[config.mk]
export PLATFORM = sky130hd
export DESIGN_NAME = celement_mg
export DESIGN_NICKNAME = d
export VERILOG_FILES = /design/src/rtl/celement_pkg.sv /design/src/rtl/sc_sync.sv /design/src/rtl/celement_mg.sv
export SDC_FILE = /design/constraint.sdc
export NUM_CORES = 1
export LEC_CHECK = 0
export ABC_AREA = 1
export CAP_MARGIN = 20
export CELL_PAD_IN_SITES_DETAIL_PLACEMENT = 0
export CELL_PAD_IN_SITES_GLOBAL_PLACEMENT = 2
export CORE_ASPECT_RATIO = 1.2
export CORE_MARGIN = 2
export CORE_UTILIZATION = 24
export CTS_CLUSTER_DIAMETER = 200
export CTS_CLUSTER_SIZE = 28
export DETAILED_ROUTE_END_ITERATION = 16
export PLACE_DENSITY_LB_ADDON = 0.2
export REMOVE_ABC_BUFFERS = 1
export SYNTH_ARGS = -nofsm -noshare
export SYNTH_HDL_FRONTEND = slang
export SYNTH_SLANG_ARGS = --single-unit
[constraint.sdc]
create_clock -name CLK -period 1.5 [get_ports CLK]
set_input_delay 0.225 -clock CLK [delete_from_list [all_inputs] [get_ports CLK]]
set_output_delay 0.225 -clock CLK [all_outputs]
set_load 0.02 [all_outputs]
[src/rtl/celement_pkg.sv]
// celement_pkg
//   Shared definitions for the celement_mg merge element: handshake FSM state
//   encoding, branch (source) codes, default payload width and the
//   round-robin pick used by the arbiter.
package celement_pkg;

  localparam int DEFAULT_WIDTH = 8;

  // Source codes reported on BROUT and kept in the LAST register.
  localparam logic BR_A = 1'b0;
  localparam logic BR_B = 1'b1;

  typedef enum logic [1:0] {
    IDLE  = 2'd0,
    REQ   = 2'd1,
    ACKUP = 2'd2,
    REL   = 2'd3
  } state_e;

  // Returns the source to grant given the two pending requests and the side
  // that completed the previous transfer. On a tie the side opposite LAST wins.
  // With no request pending the result is don't-care (A).
  function automatic logic rr_pick(input logic req_a, input logic req_b,
                                   input logic last);
    logic pick;
    if (req_a && req_b) begin
      pick = (last == BR_A) ? BR_B : BR_A;
    end else if (req_b) begin
      pick = BR_B;
    end else begin
      pick = BR_A;
    end
    return pick;
  endfunction

endpackage

[src/rtl/sc_sync.sv]
// sc_sync
//   STAGES-deep flop chain used to bring an asynchronous level into the CLK
//   domain. Synchronous active-high reset clears every stage. With STAGES=0
//   the input is passed straight through (caller guarantees it is already
//   synchronous).
// Ports:
//   clk  - sampling clock, rising edge
//   rst  - synchronous active-high reset
//   d    - raw input level
//   q    - synchronized level
module sc_sync #(
  parameter int STAGES = 2
) (
  input  logic clk,
  input  logic rst,
  input  logic d,
  output logic q
);

  generate
    if (STAGES == 0) begin : g_pass
      assign q = d;
      // Clock and reset have no load in the pass-through build.
      logic unused_clk_rst;
      assign unused_clk_rst = clk ^ rst;
    end else begin : g_chain
      logic [STAGES-1:0] chain_q;
      logic [STAGES-1:0] chain_d;

      always_comb begin
        chain_d[0] = d;
        for (int i = 1; i < STAGES; i++) begin
          chain_d[i] = chain_q[i-1];
        end
      end

      always_ff @(posedge clk) begin
        if (rst) begin
          chain_q <= '0;
        end else begin
          chain_q <= chain_d;
        end
      end

      assign q = chain_q[STAGES-1];
    end
  endgenerate

endmodule

[src/rtl/celement_mg.sv]
// celement_mg
//   Two-input merge element for the four-phase SEND/ACK token handshake.
//   Tokens from upstream channels A and B are forwarded onto one downstream
//   channel; the acknowledge is returned only to the granted input and BROUT
//   reports which input won. Ties are broken round-robin against LAST.
//
//   state | meaning
//   ------+---------------------------------------------------------------
//   IDLE  | no transfer open; arbitrate pending requests, grant one
//   REQ   | SENDOUT high, waiting for downstream ACKIN to rise
//   ACKUP | ACKOUTx high, waiting for the granted SENDIN to fall
//   REL   | SENDOUT low, waiting for ACKIN to fall; then CP and back to IDLE
//
// Ports:
//   CLK      - sole clock, rising edge
//   RESET    - synchronous active-high reset
//   SENDINA  - request from upstream A        DATAINA - payload A
//   ACKOUTA  - acknowledge to upstream A
//   SENDINB  - request from upstream B        DATAINB - payload B
//   ACKOUTB  - acknowledge to upstream B
//   SENDOUT  - request to downstream          DATAOUT - forwarded payload
//   BROUT    - granted source (0 = A, 1 = B)
//   ACKIN    - acknowledge from downstream
//   CP       - one-cycle pulse per completed transfer
module celement_mg
  import celement_pkg::*;
#(
  parameter int WIDTH       = DEFAULT_WIDTH,
  parameter int SYNC_STAGES = 2
) (
  input  logic             CLK,
  input  logic             RESET,
  input  logic             SENDINA,
  input  logic [WIDTH-1:0] DATAINA,
  output logic             ACKOUTA,
  input  logic             SENDINB,
  input  logic [WIDTH-1:0] DATAINB,
  output logic             ACKOUTB,
  output logic             SENDOUT,
  output logic [WIDTH-1:0] DATAOUT,
  output logic             BROUT,
  input  logic             ACKIN,
  output logic             CP
);

  // Synchronized handshake levels seen by the FSM.
  logic s_a;
  logic s_b;
  logic s_k;

  sc_sync #(.STAGES(SYNC_STAGES)) u_sync_a (
    .clk (CLK),
    .rst (RESET),
    .d   (SENDINA),
    .q   (s_a)
  );

  sc_sync #(.STAGES(SYNC_STAGES)) u_sync_b (
    .clk (CLK),
    .rst (RESET),
    .d   (SENDINB),
    .q   (s_b)
  );

  sc_sync #(.STAGES(SYNC_STAGES)) u_sync_k (
    .clk (CLK),
    .rst (RESET),
    .d   (ACKIN),
    .q   (s_k)
  );

  state_e           state_q,    state_d;
  logic             send_out_q, send_out_d;
  logic             ack_a_q,    ack_a_d;
  logic             ack_b_q,    ack_b_d;
  logic             cp_q,       cp_d;
  logic             br_q,       br_d;
  logic             last_q,     last_d;
  logic [WIDTH-1:0] data_q,     data_d;

  logic grant_b;
  logic granted_req;

  assign grant_b     = rr_pick(s_a, s_b, last_q);
  // Request level of whichever side currently owns the transfer.
  assign granted_req = (br_q == BR_B) ? s_b : s_a;

  always_comb begin
    state_d    = state_q;
    send_out_d = send_out_q;
    ack_a_d    = ack_a_q;
    ack_b_d    = ack_b_q;
    cp_d       = 1'b0;
    br_d       = br_q;
    last_d     = last_q;
    data_d     = data_q;

    case (state_q)
      IDLE: begin
        if (s_a || s_b) begin
          br_d       = grant_b;
          data_d     = (grant_b == BR_B) ? DATAINB : DATAINA;
          send_out_d = 1'b1;
          state_d    = REQ;
        end
      end

      REQ: begin
        // A withdrawn request here is a peer error; keep waiting for ACKIN.
        if (s_k) begin
          ack_a_d = (br_q == BR_A);
          ack_b_d = (br_q == BR_B);
          state_d = ACKUP;
        end
      end

      ACKUP: begin
        if (!granted_req) begin
          send_out_d = 1'b0;
          state_d    = REL;
        end
      end

      REL: begin
        if (!s_k) begin
          ack_a_d = 1'b0;
          ack_b_d = 1'b0;
          cp_d    = 1'b1;
          last_d  = br_q;
          state_d = IDLE;
        end
      end

      default: begin
        state_d = IDLE;
      end
    endcase
  end

  always_ff @(posedge CLK) begin
    if (RESET) begin
      state_q    <= IDLE;
      send_out_q <= 1'b0;
      ack_a_q    <= 1'b0;
      ack_b_q    <= 1'b0;
      cp_q       <= 1'b0;
      br_q       <= BR_A;
      // LAST starts at B so that A wins the first tie after reset.
      last_q     <= BR_B;
      data_q     <= '0;
    end else begin
      state_q    <= state_d;
      send_out_q <= send_out_d;
      ack_a_q    <= ack_a_d;
      ack_b_q    <= ack_b_d;
      cp_q       <= cp_d;
      br_q       <= br_d;
      last_q     <= last_d;
      data_q     <= data_d;
    end
  end

  // Peer protocol checks. REL only exits with ACKIN low, so ACKIN high while
  // idle means it rose there.
  always_ff @(posedge CLK) begin
    if (!RESET) begin
      assert (!(state_q == REQ && !granted_req))
        else $error("celement_mg: granted request withdrawn before ACKIN");
      assert (!(state_q == IDLE && s_k))
        else $error("celement_mg: ACKIN asserted while idle");
    end
  end

  assign SENDOUT = send_out_q;
  assign ACKOUTA = ack_a_q;
  assign ACKOUTB = ack_b_q;
  assign CP      = cp_q;
  assign BROUT   = br_q;
  assign DATAOUT = data_q;

endmodule
==> metrics.txt <==
reg2reg start state_q[0]$_SDFFE_PP0P_; Core Region roughly 3900 sq um; CTS Buf Count 3; Period Utilization, post-route between 90% and 100%; r2r worst-path depth 6; RSZ-0062 raised after global routing false; antenna cell count 0; TritonCTS clock tree done; CTS clk-pin slew, worst paths around 0.080 ns; Slowest-stage cell, CP clkdlybuf4s50_1; Final min period 1.44 ns; critical path data arrival time 1.22 ns; gr usage total under 10%; TNS Setup 0 ns; synth top area cells dfxtp_1, inv_1, a21oi_1; Synth top area share 44.7%; Vias/cell 4.04; # DRC 0; synthesis-to-finish area growth 48.8%; row count 25; Pleak about 0.00063 uW; I/O pins 34; cell class contributing the biggest share of worst-path delay buffers and inverters; die area between 4000 and 5000 sq um; Cells after Synth 130; hold path depth 2; H-tree levels 1; Nets around 190; Final Hold Fails 0; detailed-route via count approximately 900; register area share after synthesis between 40% and 50%; CP Capture Type primary output; Avg Inst Size Synth ~7.6 sq um; post-cts hold buffer count 0; number of DRC markers in iteration 0 23; Inst Count DP 216; PD cells around 1400 nW/um^2; Die Ht roughly 74 um; Hold EP u_sync_k.g_chain.chain_q[1]$_SDFF_PP0_; initial antenna violation count 0; mapped cell area about 1000 sq um; Routed Antenna Nets 0; Worst Path Required approximately 1.3 ns; Hold Crit Class reg2reg; Peak supply drop approximately 450 uV; Setup crit start DATAOUT[3]$_SDFFE_PP0P_; first-pass GRT wire length about 3.6 mm; status finished clean; critical path's largest stage delay ~0.61 ns; total gr overflow 0; WS Path Type reg2out; placer congestion estimate roughly 0.66; worst rel slew slack between 70% and 80%; clk sinks 22; Least-Margin Pin Slew about 0.43 ns; Port Buffer Count 33; Seq cells post-synth 22; cell taking the most area after synthesis dfxtp_1; Worst R2R Setup Slack approximately 0.15 ns; Final setup viols 0; final std cells w/o fill 221; worst-path fanout max 2; routed length per instance between 9 and 10 um; largest net degree at the start of global routing 18; share of cells above drive strength 1 8.98%; final WL ~2.1 mm; Warnings, synthesis 0; worst-skew pair later-pin latency roughly 0.26 ns; hpwl dp approximately 1.6 mm; Starting Density 25.0%; Max Cap Viol 0; vias in the first global route 867; clock skew about 0.0056 ns; design area between 1000 and 1500 sq um; root buf cell clkbuf_8; worst hold margin ~0.40 ns; CP bufs+invs 1; Post-DP Area about 1400 sq um; Die Wd between 60 and 70 um; crit-path cells clkdlybuf4s50_1; worst reg2reg endpoint state_q[0]$_SDFFE_PP0P_; max-slew violations 0; Max Freq around 690 MHz; DR pass1 iterations 2; Synth cell types 18; CTS Buffer Depth 2; Worst Min Path Start u_sync_k.g_chain.chain_q[0]$_SDFF_PP0_; crit start category flip-flop
final cells by class:
cell class	instances	area, sq um
fill	452	2480
sequential	22	442
multi-input combinational	81	430
timing repair buffer	36	364
inverter	24	90.1
tap	54	67.6
clock buffer	3	41.3
clock inverter	1	30.0
Yosys cell counts:
cell,number
a21oi_1,15
a21oi_4,1
buf_6,2
clkbuf_1,1
dfxtp_1,22
ha_1,4
inv_1,24
nand2_1,14
nand3_1,3
nand3b_1,1
nand4_1,2
nor2_1,20
nor2_2,1
nor2_4,1
o211ai_1,1
o21ai_0,15
o21ai_2,2
or2_2,1
flip-flops by register name, indices dropped and copies added (netlist names), 2 cells and up:
signal                    cells
u_sync_k.g_chain.chain_q      2
state_q                       2
u_sync_a.g_chain.chain_q      2
u_sync_b.g_chain.chain_q      2
DATAOUT                       8
stage by stage:
step	total power, uW	setup slack (ns)	utilization [%]
2_1_floorplan	1250	0.204	-
5_1_grt	2280	0.00219	37.2
6_report	2110	0.0552	37.2
3_5_place_dp	1550	0.0667	34.8
4_1_cts	2120	0.0395	36.6
3_3_place_gp	1540	0.123	34.8
kinds of logic after synthesis:
| kind of cell | share of synthesized area (%) |
|---|---|
| and+or+nand+nor | 18.9 |
| AOI/OAI and AO/OA | 19.4 |
| buffers and inverters | 11.8 |
| DFF | 44.7 |
| adders and majority gates | 5.08 |
repair_timing:
| item | CTS | global route |
|---|---|---|
| setup buffers | 0 | 1 |
| setup endpoints to repair | 1 | 10 |
| cloned | 0 | 0 |
| hold endpoints to repair | 0 | 0 |
| gates resized for setup | 1 | 2 |
| pin swaps | 0 | 1 |
layer usage:
metal,GRT usage [%],share of wire (%)
met2,17.4,45
met3,1.97,5.0
met4,5.19,1.4
met5,0,0
met1,11.0,48
cell usage in the layout, fill, tap and decap left out, drive strengths merged:
master / netlist / final
nand4: 2 / 2
buf: 2 / 3
dfxtp: 22 / 22
o211ai: 1 / 1
nand2: 14 / 14
nand3: 3 / 3
clkdlybuf4s50: 0 / 32
a21oi: 16 / 16
bufinv: 0 / 1
inv: 24 / 24
ha: 4 / 4
nor2: 22 / 22
o21ai: 17 / 17
clkbuf: 1 / 3
or2: 1 / 1
nand3b: 1 / 1
dlygate4sd2: 0 / 1
where the power goes:
group          switching, uW  total (uW)  leakage [uW]  internal [uW]
Clock                    195         552     0.0000357            357
Combinational            433         808      0.000414            376
Sequential              63.7         750      0.000181            686
Total                    692        2110      0.000631           1420
worst max path at each step:
stage                     depth (start not counted)  slack [ns]                       to
after floorplan                                   7        0.20  DATAOUT[0]$_SDFFE_PP0P_
after global placement                            7        0.12  DATAOUT[4]$_SDFFE_PP0P_
after detailed placement                          7        0.07  DATAOUT[4]$_SDFFE_PP0P_
after CTS                                         1        0.04               DATAOUT[3]
after global routing                              1       0.002               DATAOUT[3]
final                                             1        0.06               DATAOUT[3]
(Power assumes the default switching activity.)
